<file path="config.mk">
export PLATFORM = sky130hd
export DESIGN_NAME = pr_request_queue_ctrl_flat
export DESIGN_NICKNAME = d
export VERILOG_FILES = /design/src/rtl/pr_request_queue_if.sv /design/src/rtl/pr_request_queue_ctrl.sv /design/src/flat_wrapper.sv
export SDC_FILE = /design/constraint.sdc
export NUM_CORES = 1
export LEC_CHECK = 0
export ABC_AREA = 1
export CAP_MARGIN = 25
export CORE_ASPECT_RATIO = 1.1
export CORE_MARGIN = 4
export CORE_UTILIZATION = 47
export DETAILED_ROUTE_END_ITERATION = 7
export PLACE_DENSITY_LB_ADDON = 0.25
export SYNTH_ARGS = -nofsm -noshare
export SYNTH_HDL_FRONTEND = slang
export SYNTH_SLANG_ARGS = --single-unit
</file>
<file path="constraint.sdc">
create_clock -name clk -period 2.1 [get_ports clk]
set_input_delay 0.63 -clock clk [delete_from_list [all_inputs] [get_ports clk]]
set_output_delay 0.63 -clock clk [all_outputs]
set_load 0.02 [all_outputs]
</file>
<file path="src/rtl/pr_request_queue_if.sv">
// pr_request_queue_if: bundles the core request/completion handshake and the
// 4-register AXI-lite port of the PR request queue.
// slave  = the queue controller.
// master = the core plus the host that drive it.
interface pr_request_queue_if #(
    parameter int REQ_W = 16
);
    logic             req_valid;
    logic [REQ_W-1:0] req_data;
    logic             req_ready;
    logic             done_valid;
    logic [REQ_W-1:0] done_id;
    logic             pr_request_pending;
    logic [1:0]       s_axi_awaddr;
    logic             s_axi_awvalid;
    logic             s_axi_awready;
    logic [31:0]      s_axi_wdata;
    logic             s_axi_wvalid;
    logic             s_axi_wready;
    logic             s_axi_bvalid;
    logic             s_axi_bready;
    logic [1:0]       s_axi_araddr;
    logic             s_axi_arvalid;
    logic             s_axi_arready;
    logic [31:0]      s_axi_rdata;
    logic             s_axi_rvalid;
    logic             s_axi_rready;

    modport slave (
        input  req_valid, req_data,
        output req_ready, done_valid, done_id, pr_request_pending,
        input  s_axi_awaddr, s_axi_awvalid, s_axi_wdata, s_axi_wvalid, s_axi_bready,
        output s_axi_awready, s_axi_wready, s_axi_bvalid,
        input  s_axi_araddr, s_axi_arvalid, s_axi_rready,
        output s_axi_arready, s_axi_rdata, s_axi_rvalid
    );

    modport master (
        output req_valid, req_data,
        input  req_ready, done_valid, done_id, pr_request_pending,
        output s_axi_awaddr, s_axi_awvalid, s_axi_wdata, s_axi_wvalid, s_axi_bready,
        input  s_axi_awready, s_axi_wready, s_axi_bvalid,
        output s_axi_araddr, s_axi_arvalid, s_axi_rready,
        input  s_axi_arready, s_axi_rdata, s_axi_rvalid
    );
endinterface

</file>
<file path="src/rtl/pr_request_queue_ctrl.sv">
// pr_request_queue_ctrl: FIFO of partial-reconfiguration requests pushed by the
// core and serviced by host software over a 4-register AXI-lite port
// (0 HEAD, 1 STATUS, 2 DONE, 3 CTRL).
// Optional macro PR_QUEUE_STATS_EN adds a saturating 16-bit accepted-push
// counter visible in STATUS[31:16]; without it those bits read 0.
module pr_request_queue_ctrl #(
    parameter int DEPTH = 4,
    parameter int REQ_W = 16
) (
    input logic               clk,
    input logic               rst_n,
    pr_request_queue_if.slave bus
);
    localparam int PTR_W = $clog2(DEPTH);
    localparam int CNT_W = PTR_W + 1;
    localparam logic [CNT_W-1:0] FULL_CNT = CNT_W'(DEPTH);
    localparam logic [CNT_W-1:0] ZERO_CNT = CNT_W'(0);
    localparam logic [CNT_W-1:0] ONE_CNT  = CNT_W'(1);
    localparam logic [PTR_W-1:0] ZERO_PTR = PTR_W'(0);
    localparam logic [PTR_W-1:0] ONE_PTR  = PTR_W'(1);

    typedef enum logic {W_IDLE = 1'b0, W_RESP = 1'b1} w_state_t;
    typedef enum logic {R_IDLE = 1'b0, R_DATA = 1'b1} r_state_t;

    logic [REQ_W-1:0] mem_r [DEPTH];
    logic [PTR_W-1:0] wr_ptr_r, rd_ptr_r, wr_ptr_next_s, rd_ptr_next_s;
    logic [CNT_W-1:0] count_r, count_next_s;
    logic             enable_r, enable_next_s;
    logic             req_ready_r, pending_r, done_valid_r;
    logic [REQ_W-1:0] done_id_r;
    w_state_t         w_state_r, w_state_next_s;
    r_state_t         r_state_r, r_state_next_s;
    logic             aw_latched_r, w_latched_r, awready_r, wready_r, bvalid_r;
    logic [1:0]       awaddr_r;
    logic [31:0]      wdata_r;
    logic             arready_r, rvalid_r;
    logic [31:0]      rdata_r, rd_mux_s;
    logic [15:0]      stats_s;
    logic             empty_s, full_s, push_s, pop_s, flush_s, done_wr_s, ctrl_wr_s;
    logic             aw_hs_s, w_hs_s, ar_hs_s, commit_s;
    logic [1:0]       wr_addr_s;
    logic [31:0]      wr_data_s;
    logic             unused_s;

    assign empty_s = (count_r == ZERO_CNT);
    assign full_s  = (count_r == FULL_CNT);
    assign push_s  = bus.req_valid & req_ready_r;

    // AW and W are latched independently; the write commits once both are held.
    assign aw_hs_s   = bus.s_axi_awvalid & awready_r;
    assign w_hs_s    = bus.s_axi_wvalid & wready_r;
    assign ar_hs_s   = bus.s_axi_arvalid & arready_r;
    assign commit_s  = (w_state_r == W_IDLE) & (aw_latched_r | aw_hs_s) & (w_latched_r | w_hs_s);
    assign wr_addr_s = aw_latched_r ? awaddr_r : bus.s_axi_awaddr;
    assign wr_data_s = w_latched_r ? wdata_r : bus.s_axi_wdata;
    assign pop_s     = commit_s & (wr_addr_s == 2'd0) & ~empty_s;
    assign done_wr_s = commit_s & (wr_addr_s == 2'd2);
    assign ctrl_wr_s = commit_s & (wr_addr_s == 2'd3);
    assign flush_s   = ctrl_wr_s & wr_data_s[1];
    assign unused_s  = ^wr_data_s;

`ifdef PR_QUEUE_STATS_EN
    logic [15:0] stat_cnt_r;

    // Saturating count of accepted pushes, cleared by flush.
    always_ff @(posedge clk or negedge rst_n) begin
        if (!rst_n) begin
            stat_cnt_r <= 16'h0000;
        end else if (flush_s) begin
            stat_cnt_r <= 16'h0000;
        end else if (push_s && (stat_cnt_r != 16'hFFFF)) begin
            stat_cnt_r <= stat_cnt_r + 16'h0001;
        end
    end
    assign stats_s = stat_cnt_r;
`else
    assign stats_s = 16'h0000;
`endif

    // Next FIFO pointers/count and enable; flush beats any push or pop.
    always_comb begin
        wr_ptr_next_s = wr_ptr_r;
        rd_ptr_next_s = rd_ptr_r;
        count_next_s  = count_r;
        enable_next_s = enable_r;
        if (ctrl_wr_s) begin
            enable_next_s = wr_data_s[0];
        end else begin
            enable_next_s = enable_r;
        end
        if (flush_s) begin
            wr_ptr_next_s = ZERO_PTR;
            rd_ptr_next_s = ZERO_PTR;
            count_next_s  = ZERO_CNT;
        end else begin
            if (push_s) begin
                wr_ptr_next_s = wr_ptr_r + ONE_PTR;
            end else begin
                wr_ptr_next_s = wr_ptr_r;
            end
            if (pop_s) begin
                rd_ptr_next_s = rd_ptr_r + ONE_PTR;
            end else begin
                rd_ptr_next_s = rd_ptr_r;
            end
            case ({push_s, pop_s})
                2'b10:   count_next_s = count_r + ONE_CNT;
                2'b01:   count_next_s = count_r - ONE_CNT;
                default: count_next_s = count_r;
            endcase
        end
    end

    // FIFO storage, pointers and core-facing status registers.
    always_ff @(posedge clk or negedge rst_n) begin
        if (!rst_n) begin
            for (int i = 0; i < DEPTH; i++) begin
                mem_r[i] <= {REQ_W{1'b0}};
            end
            wr_ptr_r     <= ZERO_PTR;
            rd_ptr_r     <= ZERO_PTR;
            count_r      <= ZERO_CNT;
            enable_r     <= 1'b1;
            req_ready_r  <= 1'b1;
            pending_r    <= 1'b0;
            done_valid_r <= 1'b0;
            done_id_r    <= {REQ_W{1'b0}};
        end else begin
            if (push_s && !flush_s) begin
                mem_r[wr_ptr_r] <= bus.req_data;
            end
            wr_ptr_r     <= wr_ptr_next_s;
            rd_ptr_r     <= rd_ptr_next_s;
            count_r      <= count_next_s;
            enable_r     <= enable_next_s;
            req_ready_r  <= enable_next_s & (count_next_s != FULL_CNT);
            pending_r    <= (count_next_s != ZERO_CNT);
            done_valid_r <= done_wr_s;
            if (done_wr_s) begin
                done_id_r <= wr_data_s[REQ_W-1:0];
            end
        end
    end

    // Write FSM state register.
    always_ff @(posedge clk or negedge rst_n) begin
        if (!rst_n) begin
            w_state_r <= W_IDLE;
        end else begin
            w_state_r <= w_state_next_s;
        end
    end

    // Write FSM next state: idle until commit, then hold response until bready.
    always_comb begin
        w_state_next_s = w_state_r;
        case (w_state_r)
            W_IDLE: begin
                if (commit_s) w_state_next_s = W_RESP;
                else          w_state_next_s = W_IDLE;
            end
            W_RESP: begin
                if (bus.s_axi_bready) w_state_next_s = W_IDLE;
                else                  w_state_next_s = W_RESP;
            end
            default: w_state_next_s = W_IDLE;
        endcase
    end

    // Write channel latches and registered AW/W ready and B valid.
    always_ff @(posedge clk or negedge rst_n) begin
        if (!rst_n) begin
            aw_latched_r <= 1'b0;
            w_latched_r  <= 1'b0;
            awaddr_r     <= 2'd0;
            wdata_r      <= 32'h0000_0000;
            awready_r    <= 1'b0;
            wready_r     <= 1'b0;
            bvalid_r     <= 1'b0;
        end else if (commit_s) begin
            aw_latched_r <= 1'b0;
            w_latched_r  <= 1'b0;
            awready_r    <= 1'b0;
            wready_r     <= 1'b0;
            bvalid_r     <= 1'b1;
        end else if (w_state_r == W_RESP) begin
            if (bus.s_axi_bready) begin
                bvalid_r  <= 1'b0;
                awready_r <= 1'b1;
                wready_r  <= 1'b1;
            end
        end else begin
            if (aw_hs_s) begin
                aw_latched_r <= 1'b1;
                awaddr_r     <= bus.s_axi_awaddr;
                awready_r    <= 1'b0;
            end else begin
                awready_r <= ~aw_latched_r;
            end
            if (w_hs_s) begin
                w_latched_r <= 1'b1;
                wdata_r     <= bus.s_axi_wdata;
                wready_r    <= 1'b0;
            end else begin
                wready_r <= ~w_latched_r;
            end
        end
    end

    // Register read mux over the current (pre-update) state.
    always_comb begin
        rd_mux_s = 32'h0000_0000;
        case (bus.s_axi_araddr)
            2'd0: begin
                rd_mux_s[REQ_W-1:0] = mem_r[rd_ptr_r];
                rd_mux_s[31]        = ~empty_s;
            end
            2'd1: begin
                rd_mux_s[CNT_W-1:0] = count_r;
                rd_mux_s[8]         = full_s;
                rd_mux_s[9]         = empty_s;
                rd_mux_s[31:16]     = stats_s;
            end
            2'd2:    rd_mux_s[REQ_W-1:0] = done_id_r;
            2'd3:    rd_mux_s[0] = enable_r;
            default: rd_mux_s = 32'h0000_0000;
        endcase
    end

    // Read FSM state register.
    always_ff @(posedge clk or negedge rst_n) begin
        if (!rst_n) begin
            r_state_r <= R_IDLE;
        end else begin
            r_state_r <= r_state_next_s;
        end
    end

    // Read FSM next state: accept AR when idle, hold data until rready.
    always_comb begin
        r_state_next_s = r_state_r;
        case (r_state_r)
            R_IDLE: begin
                if (ar_hs_s) r_state_next_s = R_DATA;
                else         r_state_next_s = R_IDLE;
            end
            R_DATA: begin
                if (bus.s_axi_rready) r_state_next_s = R_IDLE;
                else                  r_state_next_s = R_DATA;
            end
            default: r_state_next_s = R_IDLE;
        endcase
    end

    // Read channel: capture rdata on AR, hold it with rvalid until rready.
    always_ff @(posedge clk or negedge rst_n) begin
        if (!rst_n) begin
            arready_r <= 1'b0;
            rvalid_r  <= 1'b0;
            rdata_r   <= 32'h0000_0000;
        end else if (ar_hs_s) begin
            rdata_r   <= rd_mux_s;
            rvalid_r  <= 1'b1;
            arready_r <= 1'b0;
        end else if (r_state_r == R_DATA) begin
            if (bus.s_axi_rready) begin
                rvalid_r  <= 1'b0;
                arready_r <= 1'b1;
            end
        end else begin
            arready_r <= 1'b1;
        end
    end

    assign bus.req_ready          = req_ready_r;
    assign bus.pr_request_pending = pending_r;
    assign bus.done_valid         = done_valid_r;
    assign bus.done_id            = done_id_r;
    assign bus.s_axi_awready      = awready_r;
    assign bus.s_axi_wready       = wready_r;
    assign bus.s_axi_bvalid       = bvalid_r;
    assign bus.s_axi_arready      = arready_r;
    assign bus.s_axi_rvalid       = rvalid_r;
    assign bus.s_axi_rdata        = rdata_r;
endmodule

</file>
<file path="src/flat_wrapper.sv">
// flat-port wrapper written by rule: the top's interface ports become plain ports
module pr_request_queue_ctrl_flat 
#(
    parameter int DEPTH = 4,
    parameter int REQ_W = 16
)
  (clk, rst_n, bus_req_valid, bus_req_data, bus_req_ready, bus_done_valid, bus_done_id, bus_pr_request_pending, bus_s_axi_awaddr, bus_s_axi_awvalid, bus_s_axi_wdata, bus_s_axi_wvalid, bus_s_axi_bready, bus_s_axi_awready, bus_s_axi_wready, bus_s_axi_bvalid, bus_s_axi_araddr, bus_s_axi_arvalid, bus_s_axi_rready, bus_s_axi_arready, bus_s_axi_rdata, bus_s_axi_rvalid);
  pr_request_queue_if #(.REQ_W(REQ_W)) bus_i ();
  input logic clk;
  input logic rst_n;
  input wire logic [$bits(bus_i.req_valid)-1:0] bus_req_valid;
  input wire logic [$bits(bus_i.req_data)-1:0] bus_req_data;
  output wire logic [$bits(bus_i.req_ready)-1:0] bus_req_ready;
  output wire logic [$bits(bus_i.done_valid)-1:0] bus_done_valid;
  output wire logic [$bits(bus_i.done_id)-1:0] bus_done_id;
  output wire logic [$bits(bus_i.pr_request_pending)-1:0] bus_pr_request_pending;
  input wire logic [$bits(bus_i.s_axi_awaddr)-1:0] bus_s_axi_awaddr;
  input wire logic [$bits(bus_i.s_axi_awvalid)-1:0] bus_s_axi_awvalid;
  input wire logic [$bits(bus_i.s_axi_wdata)-1:0] bus_s_axi_wdata;
  input wire logic [$bits(bus_i.s_axi_wvalid)-1:0] bus_s_axi_wvalid;
  input wire logic [$bits(bus_i.s_axi_bready)-1:0] bus_s_axi_bready;
  output wire logic [$bits(bus_i.s_axi_awready)-1:0] bus_s_axi_awready;
  output wire logic [$bits(bus_i.s_axi_wready)-1:0] bus_s_axi_wready;
  output wire logic [$bits(bus_i.s_axi_bvalid)-1:0] bus_s_axi_bvalid;
  input wire logic [$bits(bus_i.s_axi_araddr)-1:0] bus_s_axi_araddr;
  input wire logic [$bits(bus_i.s_axi_arvalid)-1:0] bus_s_axi_arvalid;
  input wire logic [$bits(bus_i.s_axi_rready)-1:0] bus_s_axi_rready;
  output wire logic [$bits(bus_i.s_axi_arready)-1:0] bus_s_axi_arready;
  output wire logic [$bits(bus_i.s_axi_rdata)-1:0] bus_s_axi_rdata;
  output wire logic [$bits(bus_i.s_axi_rvalid)-1:0] bus_s_axi_rvalid;
  assign bus_i.req_valid = bus_req_valid;
  assign bus_i.req_data = bus_req_data;
  assign bus_req_ready = bus_i.req_ready;
  assign bus_done_valid = bus_i.done_valid;
  assign bus_done_id = bus_i.done_id;
  assign bus_pr_request_pending = bus_i.pr_request_pending;
  assign bus_i.s_axi_awaddr = bus_s_axi_awaddr;
  assign bus_i.s_axi_awvalid = bus_s_axi_awvalid;
  assign bus_i.s_axi_wdata = bus_s_axi_wdata;
  assign bus_i.s_axi_wvalid = bus_s_axi_wvalid;
  assign bus_i.s_axi_bready = bus_s_axi_bready;
  assign bus_s_axi_awready = bus_i.s_axi_awready;
  assign bus_s_axi_wready = bus_i.s_axi_wready;
  assign bus_s_axi_bvalid = bus_i.s_axi_bvalid;
  assign bus_i.s_axi_araddr = bus_s_axi_araddr;
  assign bus_i.s_axi_arvalid = bus_s_axi_arvalid;
  assign bus_i.s_axi_rready = bus_s_axi_rready;
  assign bus_s_axi_arready = bus_i.s_axi_arready;
  assign bus_s_axi_rdata = bus_i.s_axi_rdata;
  assign bus_s_axi_rvalid = bus_i.s_axi_rvalid;
  pr_request_queue_ctrl #(.DEPTH(DEPTH), .REQ_W(REQ_W)) u_core (.clk(clk), .rst_n(rst_n), .bus(bus_i));
endmodule
</file>
==> key figures <==
Routing
  – DR vias: 5306
  – Average wire per cell in the routed design: 15.2 microns
  – Initial DRC Count: 328
  – DRC viols: 0
  – DR pass1 iterations: 5
  – WL final: 15.6 mm
  – Final ANT Viol Nets: 0
  – Vias per inst: 5.16

CTS
  – Longest Clk Path Bufs: 2
  – CTS Sinks: 135
  – Root Driver: clkbuf_16
  – CTS tree: done
  – Worst skew pair latency: 0.42 ns
  – H-tree depth: 4
  – Hold_buf cts: 0
  – Num CTS Buffers: 17
  – Clk pin slew, worst setup/hold paths: 0.06 ns

Worst setup path
  – Crit-path max FO: 2
  – Worst path max stage delay: 0.42 ns
  – Worst EP required: 2.39 ns
  – Critical-path cell list: clkdlybuf4s15_2, nand2_8, nand2_4, nand2_4, nor2_4, nand2_4, nor2_4, ha_4, fa_2, o21a_1, o21ai_2, o21ai_1
  – Critical Path Start Type: input port
  – Critical path arrival: 2.40 ns
  – Worst setup EP type: flop
  – Slowest CP cell: fa_2
  – CP most frequent cell: nand2_4
  – WS Path Type: input port to flop

Floorplanning
  – Die X: 118 microns
  – Die ar.: 0.0153 sq mm
  – Io pins: 116
  – Die Span Y: 129 microns
  – Core Area: 0.0132 sq mm
  – # rows: 44
  – Initial Util: 47.9%

Global routing
  – Vias in the first global route: 5415
  – Overall routing resource usage: 21.2%
  – GR Util met1: 27.1%
  – Grt total ovfl: 0
  – First-pass GRT wire length: 26.1 mm
  – Largest net degree at the start of global routing: 47
  – M2 GR Usage: 35.6%
  – Initial antenna violation count: 0
  – GRT met3 Usage: 4.80%
  – Top Usage Layer GRT: met2

Logic synthesis
  – Post-synth top cells: nand2_1 (181), dfrtp_1 (133), o21ai_0 (113), nor2_1 (70), inv_1 (67)
  – Post-synthesis cell type count: 37
  – Top cells by area, synth: dfrtp_1 (53%), nand2_1 (11%), o21ai_0 (9.0%)
  – Main flop type after synthesis: dfrtp_1
  – Synth area leader: dfrtp_1
  – Async SR Flop Fraction: 100%
  – Synth Cell Area: 0.00630 sq mm
  – YS warnings: 0
  – Gate Count Post-Synth: 733
  – Sequential area share after synthesis: 53.6%
  – #FFs+latches synth: 135
  – Synth top area share: 52.8%
  – Post-synth EDFFs: 0
  – Synth Area per Inst: 8.60 sq um
  – Count leader, synth: nand2_1

Timing
  – Slew Viols, Final: 0
  – Min Clock Period, post-route: 2.11 ns
  – RSZ-0062 raised after global routing: yes
  – Endpoints failing hold: 0
  – Final setup viols: 1
  – Hold slack: 0.162 ns
  – Final Cycle Share: 100%
  – Final WS setup: -0.00872 ns
  – Setup TNS: -0.00872 ns
  – Fmax: 474 MHz
  – Clock Skew: 0.00687 ns

Hold path
  – Worst hold path class: input port to async pin

Job
  – Max Cap Viol: 0

Cells and area
  – Final instance area: 0.00832 sq mm
  – Synth-to-layout area growth: 32.0%
  – Share of post-route cells with drive strength above 1: 15.1%
  – Antenna cell count: 0
  – NumNets Final: 922

Placement
  – PortBufs: 84
  – Gpl congestion: 0.855
  – HPWL Detailed: 11.0 mm
  – Placement-stage cell area: 0.00760 sq mm

Status
  – Violated checks: setup timing
  – Outcome: complete, but fails checks

Power
  – VDD IR-drop max: 0.000937 V
  – Clk pwr share: 22.9%
  – Sw frac: 38.0%
  – PwrDens: 1560 mW/mm^2
  – Combinational power share: 41.6%
  – Psw: 4.95 mW
  – Final Power: 13.0 mW
  – Pleak: 4.05 nW
  – Int Pwr: 8.06 mW
  – Flop pwr share: 35.5%
[registers in the layout, indices dropped and copies added, names as in the netlist, 2 cells and up]
signal	cells
u_core.bus.s_axi_rdata	17
u_core.bus.done_id	16
u_core.wr_ptr_r	2
u_core.mem_r	64
u_core.wdata_r	16
u_core.rd_ptr_r	2
u_core.count_r	3
u_core.awaddr_r	2
[final timing paths]
path                                                startpoint                                      end  slack (ns)  cells after the start
max                                          bus_s_axi_awvalid  u_core.bus.pr_request_pending$_DFF_PN0_      -0.009                     12
min                                                      rst_n             u_core.mem_r[40]$_DFFE_PN0P_        0.16                      1
max reg2reg                    u_core.aw_latched_r$_DFFE_PN0P_  u_core.bus.pr_request_pending$_DFF_PN0_        0.01                     11
min reg2reg                u_core.bus.s_axi_rvalid$_DFFE_PN0P_      u_core.bus.s_axi_rvalid$_DFFE_PN0P_        0.48                      2
max in group asynchronous                                rst_n                u_core.enable_r$_DFF_PN1_        1.26                      2
min in group clk           u_core.bus.s_axi_rvalid$_DFFE_PN0P_      u_core.bus.s_axi_rvalid$_DFFE_PN0P_        0.48                      2
[worst max-delay path: cells and delay by family]
family | cells | cell delay, ns
adders and majority gates | 2 | 0.58
buffers and inverters | 1 | 0.23
AOI/OAI and AO/OA | 3 | 0.46
and+or+nand+nor | 6 | 0.51
[metal layers]
layer / vias up / share of wire [%]
met5: - / 0
li1: 2583 / -
met4: 0 / 1.7
met3: 26 / 6.2
met2: 177 / 49
met1: 2520 / 43
[area by class of cell]
cell class	count	area (sq um)
fill	1059	4840
sequential	135	3380
multi-input combinational	495	2490
timing repair buffer	139	1400
clock buffer	22	464
inverter	68	255
tap	161	201
clock inverter	9	125
[timing repair]
item	CTS	global route
resized for setup	18	16
endpoints found under the setup margin	7	11
pin swaps	12	7
buffers inserted	3	5
[through the flow]
stage | instances | setup WS [ns] | utilization, %
3_5_place_dp | 990 | -0.836 | 57.8
5_1_grt | 1029 | -0.0860 | 63.2
4_1_cts | 1024 | 0.00230 | 62.6
6_report | 1029 | -0.00872 | 63.2
3_3_place_gp | 990 | -0.761 | 57.8
2_1_floorplan | 747 | -0.218 | -
[logic make-up after synthesis]
kind of cell	share of synthesized area, %
AOI/OAI and AO/OA	16.4
xor gates and xnor gates	0.139
adders and majority gates	1.31
buffers and inverters	9.39
DFF	53.6
other	0.0595
and+or+nand+nor	19.0
[power groups by stage]
stage / combinational [mW] / clock, mW / sequential [mW]
2_1_floorplan: 2.86 / 0 / 4.83
3_3_place_gp: 5.04 / 0 / 4.58
3_5_place_dp: 5.23 / 0 / 4.63
4_1_cts: 5.32 / 3.01 / 4.61
5_1_grt: 6.01 / 3.12 / 4.75
6_report: 5.41 / 2.98 / 4.62
[cells in the final DEF, fill, tap and decap left out, types with 2 or more instances in the layout]
cell               n
inv_2              3
nand3_1           14
buf_12            11
nand3_4            5
nand2_2            5
dfrtp_1          132
buf_4             45
o21ai_1           23
o22ai_1           13
dlygate4sd2_1      6
inv_1             65
clkbuf_8           2
a22oi_1            3
clkbuf_1           3
o21ai_2            2
bufinv_16          3
nand2_1          175
clkinv_2           4
conb_1            15
dlymetal6s2s_1     8
a21oi_1           19
nor2_1            68
a21oi_2            9
o21a_1             2
nand2_4            5
nor2_4             5
dfstp_2            2
clkdlybuf4s50_1   68
clkinvlp_4         2
ha_1               4
clkbuf_16         17
o21ai_0          111
nand3_2            2
Note: power is estimated with default switching activity, not from simulation.
